$ cat src/rtl/vga_timing_pkg.sv
// vga_timing_pkg
//   Shared constants and types for the VGA timing decoder: default timing sets
//   (1024x768 and 800x600), counter widths, the lock FSM state type and
//   saturating increment helpers for the horizontal and vertical counters.
package vga_timing_pkg;

  localparam int H_CNT_W = 12;
  localparam int V_CNT_W = 11;
  localparam int X_W     = 11;
  localparam int Y_W     = 10;
  localparam int MATCH_W = 4;

  // 1024x768@60: 1344 strobes/line (136 sync + 160 back porch), 806 lines (6 + 29)
  localparam int XGA_H_SYNC_TO_ACTIVE  = 296;
  localparam int XGA_H_ACTIVE          = 1024;
  localparam int XGA_V_SYNC_TO_ACTIVE  = 35;
  localparam int XGA_V_ACTIVE          = 768;

  // 800x600@60: 1056 strobes/line (128 sync + 88 back porch), 628 lines (4 + 23)
  localparam int SVGA_H_SYNC_TO_ACTIVE = 216;
  localparam int SVGA_H_ACTIVE         = 800;
  localparam int SVGA_V_SYNC_TO_ACTIVE = 27;
  localparam int SVGA_V_ACTIVE         = 600;

  localparam int DEF_LOCK_FRAMES       = 2;
  localparam int DEF_H_TIMEOUT         = 4095;

  typedef enum logic [1:0] {
    LK_UNLOCKED = 2'd0,
    LK_TRACKING = 2'd1,
    LK_LOCKED   = 2'd2
  } lock_st_e;

  function automatic logic [H_CNT_W-1:0] sat_inc_h(input logic [H_CNT_W-1:0] v);
    return (&v) ? v : v + 1'b1;
  endfunction

  function automatic logic [V_CNT_W-1:0] sat_inc_v(input logic [V_CNT_W-1:0] v);
    return (&v) ? v : v + 1'b1;
  endfunction

endpackage

$ cat src/rtl/vga_sync_edge.sv
// vga_sync_edge
//   Strobe-qualified sampler with rising-edge detect for one sync line.
//   The previous level is captured on every strobe; the edge is reported
//   combinationally during the strobe so the parent can register its
//   consequences on that same clock.
//   Ports:
//     i_clk   base clock
//     i_rst   synchronous active-high reset
//     i_stb   pixel strobe, sampling only when high
//     i_sig   sync input (active high)
//     o_rise  high for the strobe cycle in which a 0->1 transition is seen
module vga_sync_edge (
  input  logic i_clk,
  input  logic i_rst,
  input  logic i_stb,
  input  logic i_sig,
  output logic o_rise
);

  logic r_prev;
  logic r_primed;

  always_ff @(posedge i_clk) begin
    if (i_rst) begin
      r_prev   <= 1'b0;
      r_primed <= 1'b0;
    end else if (i_stb) begin
      r_prev   <= i_sig;
      r_primed <= 1'b1;
    end
  end

  // No edge on the first strobe after reset: a sync already high when reset
  // drops is mid-pulse, not a fresh rising edge.
  assign o_rise = i_stb && r_primed && i_sig && !r_prev;

endmodule

$ cat src/rtl/vga_timing_decoder.sv
// vga_timing_decoder
//   Recovers pixel position, active window and frame boundaries from HS/VS and
//   the pixel strobe; measures line length / lines per frame and declares lock
//   after LOCK_FRAMES consecutive matching frames.
//   Ports:
//     i_clk, i_rst        base clock, synchronous active-high reset
//     i_pix_clk           pixel strobe; all sampling/counting only when high
//     i_hs, i_vs          active-high syncs
//     o_x, o_y            recovered position, 0 outside the active window
//     o_active            inside active window and locked
//     o_locked            timing stable
//     o_line_len          strobes between the last two HS rising edges
//     o_frame_lines       HS rising edges between the last two frame starts
//     o_frame_start       one-clock pulse at line 0
//     o_err               one-clock pulse on lock loss
module vga_timing_decoder import vga_timing_pkg::*; #(
  parameter int H_SYNC_TO_ACTIVE = XGA_H_SYNC_TO_ACTIVE,
  parameter int H_ACTIVE         = XGA_H_ACTIVE,
  parameter int V_SYNC_TO_ACTIVE = XGA_V_SYNC_TO_ACTIVE,
  parameter int V_ACTIVE         = XGA_V_ACTIVE,
  parameter int LOCK_FRAMES      = DEF_LOCK_FRAMES,
  parameter int H_TIMEOUT        = DEF_H_TIMEOUT
) (
  input  logic        i_clk,
  input  logic        i_rst,
  input  logic        i_pix_clk,
  input  logic        i_hs,
  input  logic        i_vs,
  output logic [10:0] o_x,
  output logic [9:0]  o_y,
  output logic        o_active,
  output logic        o_locked,
  output logic [11:0] o_line_len,
  output logic [10:0] o_frame_lines,
  output logic        o_frame_start,
  output logic        o_err
);

  localparam logic [H_CNT_W-1:0] LP_H_LO = H_CNT_W'(H_SYNC_TO_ACTIVE);
  localparam logic [H_CNT_W-1:0] LP_H_HI = H_CNT_W'(H_SYNC_TO_ACTIVE + H_ACTIVE);
  localparam logic [V_CNT_W-1:0] LP_V_LO = V_CNT_W'(V_SYNC_TO_ACTIVE);
  localparam logic [V_CNT_W-1:0] LP_V_HI = V_CNT_W'(V_SYNC_TO_ACTIVE + V_ACTIVE);
  localparam logic [H_CNT_W-1:0] LP_TO   = H_CNT_W'(H_TIMEOUT);
  localparam logic [MATCH_W-1:0] LP_LOCK = MATCH_W'(LOCK_FRAMES);

  logic               w_hs_rise, w_vs_rise, w_line0, w_timeout, w_win;
  logic [H_CNT_W-1:0] w_h_nxt, w_len_new, w_h_off;
  logic [V_CNT_W-1:0] w_v_nxt, w_lines_new, w_v_off;

  logic [H_CNT_W-1:0] r_h_cnt;
  logic [V_CNT_W-1:0] r_v_cnt;
  logic               r_vs_pend;
  logic [X_W-1:0]     r_x;
  logic [Y_W-1:0]     r_y;
  logic               r_active, r_locked, r_frame_start, r_err;
  logic [H_CNT_W-1:0] r_line_len;
  logic [V_CNT_W-1:0] r_frame_lines;

  // Lock FSM state and its next-state companions
  lock_st_e           r_st, w_st_nxt;
  logic [H_CNT_W-1:0] r_ref_len, w_ref_len_nxt;
  logic [V_CNT_W-1:0] r_ref_lines, w_ref_lines_nxt;
  logic [MATCH_W-1:0] r_match, w_match_nxt, w_match_inc;
  logic               r_armed, w_armed_nxt, w_err_nxt;

  vga_sync_edge u_hs_edge (
    .i_clk (i_clk), .i_rst (i_rst), .i_stb (i_pix_clk), .i_sig (i_hs), .o_rise (w_hs_rise)
  );

  vga_sync_edge u_vs_edge (
    .i_clk (i_clk), .i_rst (i_rst), .i_stb (i_pix_clk), .i_sig (i_vs), .o_rise (w_vs_rise)
  );

  // A VS rise arms line 0; it lands on the same HS rise when both edges coincide.
  assign w_line0     = w_hs_rise && (r_vs_pend || w_vs_rise);
  assign w_len_new   = sat_inc_h(r_h_cnt);
  assign w_lines_new = sat_inc_v(r_v_cnt);
  assign w_h_nxt     = w_hs_rise ? '0 : sat_inc_h(r_h_cnt);
  assign w_v_nxt     = w_line0   ? '0 : (w_hs_rise ? sat_inc_v(r_v_cnt) : r_v_cnt);
  assign w_timeout   = i_pix_clk && !w_hs_rise && (w_h_nxt >= LP_TO);

  // Window is judged on the post-update counts so outputs match this strobe.
  assign w_win   = (w_h_nxt >= LP_H_LO) && (w_h_nxt < LP_H_HI) &&
                   (w_v_nxt >= LP_V_LO) && (w_v_nxt < LP_V_HI);
  assign w_h_off = w_h_nxt - LP_H_LO;
  assign w_v_off = w_v_nxt - LP_V_LO;
  assign w_match_inc = r_match + 1'b1;

  always_comb begin
    w_st_nxt        = r_st;
    w_ref_len_nxt   = r_ref_len;
    w_ref_lines_nxt = r_ref_lines;
    w_match_nxt     = r_match;
    w_armed_nxt     = r_armed;
    w_err_nxt       = 1'b0;
    if (i_pix_clk) begin
      case (r_st)
        LK_UNLOCKED: begin
          if (w_line0) begin
            // The first line 0 after reset closes a partial frame: only arm.
            if (r_armed) begin
              w_ref_len_nxt   = w_len_new;
              w_ref_lines_nxt = w_lines_new;
              w_match_nxt     = MATCH_W'(1);
              w_st_nxt        = (LP_LOCK <= MATCH_W'(1)) ? LK_LOCKED : LK_TRACKING;
            end else begin
              w_armed_nxt = 1'b1;
            end
          end
        end
        LK_TRACKING: begin
          if (w_timeout) begin
            w_st_nxt = LK_UNLOCKED;
          end else if (w_line0) begin
            if (w_len_new == r_ref_len && w_lines_new == r_ref_lines) begin
              w_match_nxt = w_match_inc;
              if (w_match_inc >= LP_LOCK) w_st_nxt = LK_LOCKED;
            end else begin
              w_ref_len_nxt   = w_len_new;
              w_ref_lines_nxt = w_lines_new;
              w_match_nxt     = MATCH_W'(1);
            end
          end
        end
        LK_LOCKED: begin
          if (w_timeout ||
              (w_hs_rise && w_len_new != r_ref_len) ||
              (w_line0 && w_lines_new != r_ref_lines)) begin
            w_st_nxt  = LK_UNLOCKED;
            w_err_nxt = 1'b1;
          end
        end
        default: w_st_nxt = LK_UNLOCKED;
      endcase
    end
  end

  always_ff @(posedge i_clk) begin
    if (i_rst) begin
      r_st        <= LK_UNLOCKED;
      r_ref_len   <= '0;
      r_ref_lines <= '0;
      r_match     <= '0;
      r_armed     <= 1'b0;
    end else begin
      r_st        <= w_st_nxt;
      r_ref_len   <= w_ref_len_nxt;
      r_ref_lines <= w_ref_lines_nxt;
      r_match     <= w_match_nxt;
      r_armed     <= w_armed_nxt;
    end
  end

  always_ff @(posedge i_clk) begin
    if (i_rst) begin
      r_h_cnt       <= '0;
      r_v_cnt       <= '0;
      r_vs_pend     <= 1'b0;
      r_x           <= '0;
      r_y           <= '0;
      r_active      <= 1'b0;
      r_locked      <= 1'b0;
      r_line_len    <= '0;
      r_frame_lines <= '0;
      r_frame_start <= 1'b0;
      r_err         <= 1'b0;
    end else begin
      // Both pulse sources are strobe-qualified, so they last one clock.
      r_frame_start <= w_line0;
      r_err         <= w_err_nxt;
      if (i_pix_clk) begin
        r_h_cnt <= w_h_nxt;
        r_v_cnt <= w_v_nxt;
        if (w_hs_rise) r_line_len <= w_len_new;
        if (w_line0) begin
          r_frame_lines <= w_lines_new;
          r_vs_pend     <= 1'b0;
        end else if (w_vs_rise) begin
          r_vs_pend     <= 1'b1;
        end
        r_x      <= w_win ? X_W'(w_h_off) : '0;
        r_y      <= w_win ? Y_W'(w_v_off) : '0;
        r_locked <= (w_st_nxt == LK_LOCKED);
        r_active <= w_win && (w_st_nxt == LK_LOCKED);
      end
    end
  end

  assign o_x           = r_x;
  assign o_y           = r_y;
  assign o_active      = r_active;
  assign o_locked      = r_locked;
  assign o_line_len    = r_line_len;
  assign o_frame_lines = r_frame_lines;
  assign o_frame_start = r_frame_start;
  assign o_err         = r_err;

endmodule

$ cat config.mk
export PLATFORM = sky130hd
export DESIGN_NAME = vga_timing_decoder
export DESIGN_NICKNAME = d
export VERILOG_FILES = /design/src/rtl/vga_timing_pkg.sv /design/src/rtl/vga_sync_edge.sv /design/src/rtl/vga_timing_decoder.sv
export SDC_FILE = /design/constraint.sdc
export NUM_CORES = 1
export LEC_CHECK = 0
export CORE_MARGIN = 2
export CORE_UTILIZATION = 35
export CTS_CLUSTER_SIZE = 25
export DETAILED_ROUTE_END_ITERATION = 10
export PLACE_DENSITY_LB_ADDON = 0.1
export SLEW_MARGIN = 20
export SYNTH_ARGS = -nofsm -noshare
export SYNTH_HDL_FRONTEND = slang
export SYNTH_SLANG_ARGS = --single-unit
$ cat constraint.sdc
create_clock -name i_clk -period 4.7 [get_ports i_clk]
set_clock_uncertainty 0.1 [all_clocks]
set_input_delay 0.94 -clock i_clk [delete_from_list [all_inputs] [get_ports i_clk]]
set_output_delay 0.94 -clock i_clk [all_outputs]
set_load 0.1 [all_outputs]
==> metrics.txt <==
post-detailed-route count of antenna-violating nets=0; Post-Synth XOR/XNOR Area=4.29%; maximum fanout encountered on the critical timing path=19; Finished Core Util=~42%; slew margin rel.=around a third; post-synthesis sequential area ratio=34.9%; Port-buffer cells=52; residual DRC count=0; run status=finished clean; fraction of post-synthesis cell area in the top cell type by area=34.9%; Post-Synthesis Mean Instance Area=between 8 and 9 sq um; final count of hold timing violations=0; routed length per placed instance=18.5 microns; area occupied by multi-input gates=roughly 3600 sq um; slack of the worst reg-to-reg path=710 ps; Yosys warning total=0; commonest non-fill, non-tap cell in the layout=sky130_fd_sc_hd__dfxtp_1; required time of the critical path=4900 ps; slowest cell on the critical path=sky130_fd_sc_hd__and4_1; end point of the worst hold path=o_frame_lines[0]; total half-perimeter wirelength after legalization and detailed placement=13.3 mm; adder-cell share of the synthesized area=1.24%; number of H-tree branching levels=3; quantity of gates resized following cts=0; number of I/O pins=53; kind of start point of the critical path=flip-flop; sequence of cells on the critical path=ha_1 -> and4_1 -> nand3_1 -> a21oi_1 -> buf_4 -> a311oi_1 -> a2111oi_2 -> o2111ai_1 -> and3b_1 -> buf_4 -> a22o_1; largest incremental delay on the critical path=540 ps; category of the worst setup path capture point=flip-flop; die outline area=18300 sq um; total number of vias=5587; global routing usage summed across all routing layers=20.4%; most repeated library cell on the critical path=sky130_fd_sc_hd__buf_4; RSZ-0062 raised after global routing=false; FF-to-FF Start=r_h_cnt[0]; number of instances in the synthesized netlist=between 700 and 800; min-delay worst type=flip-flop to flip-flop; total power density per cell area=257 nW/um^2; Critical R2R Capture=o_y[8]; maximum resistive drop on vdd=0.181 mV; post-CTS setup repair buffer count=0; P_leak=2.50 nW; largest cells by area after synthesis=sky130_fd_sc_hd__dfxtp_1 (35%), sky130_fd_sc_hd__nand2_1 (5.3%), sky130_fd_sc_hd__a21oi_1 (4.4%); final period utilization=85.0%; clock tree root buffer cell=sky130_fd_sc_hd__clkbuf_16; start-to-end type of the worst setup path=flip-flop to flip-flop; gr ovfl total=0; final setup TNS=0 ps; Register Area=2100 sq um; number of enable-type register cells in the synthesized netlist=0; Final #Nets=782; clock insertion delay at the later pin of the skew report=360 ps; proportion of register bits with asynchronous set or reset after synthesis=0%; via count of the first global-routing pass=5186; global-route wire length before repair=approximately 30 mm; post-layout power=1.82 mW; ys flop type=sky130_fd_sc_hd__dfxtp_1; initial cell density of the core=36.1%; maximum number of pins on one net before global-route repair=31; register bit total from synthesis=105; Final setup violation count=0; placeable core region=16700 sq um; clock tree from TritonCTS=yes; last weighted congestion value of the routability-driven placer=approximately 0.89; clock-pin slew on the worst setup and hold paths=80 ps; CTS sink cnt=105; Iteration-0 DRC Markers=359; worst-case clock buffer depth=2; cell type group with the largest total delay on the critical path=compound AO/OA/AOI/OAI gates; highest attainable clock frequency=between 200 and 300 MHz; Detailed Routing Iterations Pass 1=5; number of buffers created by CTS=9; antenna violations before repair=0; portion of netlist area occupied by mux cells=6.58%; layout cell share with drive strength beyond 1=10.2%; minimum period implied by the final worst setup slack=3990 ps; count of max-cap constraint violations=0; number of cells traversed by the worst hold path=2; area share of and/or/nand/nor cells after synthesis=26.6%; sum of buffers and inverters on the critical path=2; post-synth net total=744; cell area reported after detailed placement=6770 sq um; distinct cell type count after synthesis=80; x dimension of the die=roughly 140 microns; R2R depth=11; number of buffers added to fix hold violations after cts=0; area fraction in compound gates after synthesis=around a fifth; filler cell count in the final layout=between 1500 and 2000; top library cells by usage in the layout, fill and taps aside=sky130_fd_sc_hd__dfxtp_1 (105), sky130_fd_sc_hd__nand2_1 (85), sky130_fd_sc_hd__nor2_1 (67); CP Data Arrival Time=4200 ps; total standard cell area after synthesis=approximately 6000 sq um; final worst hold slack=between 300 and 400 ps; Die Y-Extent=135 microns; number of placement rows=47; dominant combinational cell family by area after synthesis=simple AND/OR/NAND/NOR gates; area added between synthesis and finish=17.6%; hold path start=o_frame_lines[0]; vias per cell=5.61; transition at the pin with the smallest max-transition slack=992 ps; number of antenna repair diodes=0; final design area excluding fillers=7090 sq um; cell type with the largest total area after synthesis=sky130_fd_sc_hd__dfxtp_1; wire length after detailed routing=18.4 mm; Max Transition Viols Final=0
## worst register-to-register path: stages, from the launching register on
cell and delay (ps):
sky130_fd_sc_hd__dfxtp_1 480, sky130_fd_sc_hd__ha_1 320, sky130_fd_sc_hd__and4_1 540, sky130_fd_sc_hd__nand3_1 490
sky130_fd_sc_hd__a21oi_1 270, sky130_fd_sc_hd__buf_4 150, sky130_fd_sc_hd__a311oi_1 190, sky130_fd_sc_hd__a2111oi_2 490
sky130_fd_sc_hd__o2111ai_1 240, sky130_fd_sc_hd__and3b_1 250, sky130_fd_sc_hd__buf_4 240, sky130_fd_sc_hd__a22o_1 170
## final cells by class
| type | count | area share, % |
|---|---|---|
| multi-input cells | 559 | 50.8 |
| repair buffers | 79 | 10.3 |
| clock inverters | 7 | 1.34 |
| well taps | 220 | 3.88 |
| inverters | 17 | 0.900 |
| flip-flops and latches | 105 | 29.6 |
| clock buffers | 9 | 3.18 |
## registers in the layout, indices dropped and copies added, names as in the netlist
register            count
o_active                1
o_err                   1
o_frame_lines          11
o_frame_start           1
o_line_len             12
o_locked                1
o_x                    11
o_y                    10
r_armed                 1
r_h_cnt                12
r_match                 4
r_ref_len              12
r_ref_lines            11
r_st                    2
r_v_cnt                11
r_vs_pend               1
u_hs_edge.r_prev        1
u_vs_edge.r_prev        1
u_vs_edge.r_primed      1
## worst max-delay path by stage
stage	from	end	slack (ps)	cells past startpoint
6_report	r_h_cnt[0]	o_y[8]	710	11
5_1_grt	r_h_cnt[0]	o_y[8]	320	11
4_1_cts	r_h_cnt[0]	o_y[8]	740	11
3_5_place_dp	i_pix_clk	o_x[3]	640	13
3_3_place_gp	i_pix_clk	o_x[7]	700	13
2_1_floorplan	i_pix_clk	r_ref_len[3]	1310	9
## where the power goes
group	leakage, nW	switching, mW	total, mW	internal [mW]
Clock	0.157	0.392	0.822	0.431
Combinational	1.50	0.0714	0.100	0.0290
Sequential	0.847	0.00586	0.900	0.894
Total	2.50	0.469	1.82	1.35
## cells by family (layout without fill, tap and decap cells)
group	count (synthesis)	in the layout
xor+xnor	28	28
mux	34	34
buf+inv	69	112
compound gates	179	179
flops	105	105
simple gates	312	312
fa+ha+maj	6	6
## stage by stage
| step | setup WS (ps) | std cells |
|---|---|---|
| global placement | 696 | 980 |
| CTS | 743 | 996 |
| detailed placement | 642 | 980 |
| finish | 707 | 996 |
| floorplan | 1310 | 733 |
| global route | 320 | 996 |
## synth_stat cells, types with 15 or more instances
cell	count
sky130_fd_sc_hd__dfxtp_1	105
sky130_fd_sc_hd__nand2_1	85
sky130_fd_sc_hd__nor2_1	67
sky130_fd_sc_hd__a21oi_1	53
sky130_fd_sc_hd__nor3_1	28
sky130_fd_sc_hd__nand3_1	25
sky130_fd_sc_hd__clkbuf_1	23
sky130_fd_sc_hd__nor2b_1	23
sky130_fd_sc_hd__a22o_1	19
sky130_fd_sc_hd__mux2i_1	19
sky130_fd_sc_hd__o21ai_0	19
sky130_fd_sc_hd__xnor2_1	17
sky130_fd_sc_hd__nand4_1	16
sky130_fd_sc_hd__a211oi_1	15
sky130_fd_sc_hd__inv_1	15
## layer usage
| layer | global-route usage [%] | part of all wire (%) | vias up |
|---|---|---|---|
| met5 | 0 | 0 | - |
| met4 | 6.25 | 2.0 | 0 |
| met3 | 3.85 | 3.6 | 29 |
| met2 | 34.4 | 49 | 125 |
| met1 | 26.6 | 45 | 2682 |
| li1 | - | - | 2751 |
No activity file was read; power rests on OpenSTA's default activity.
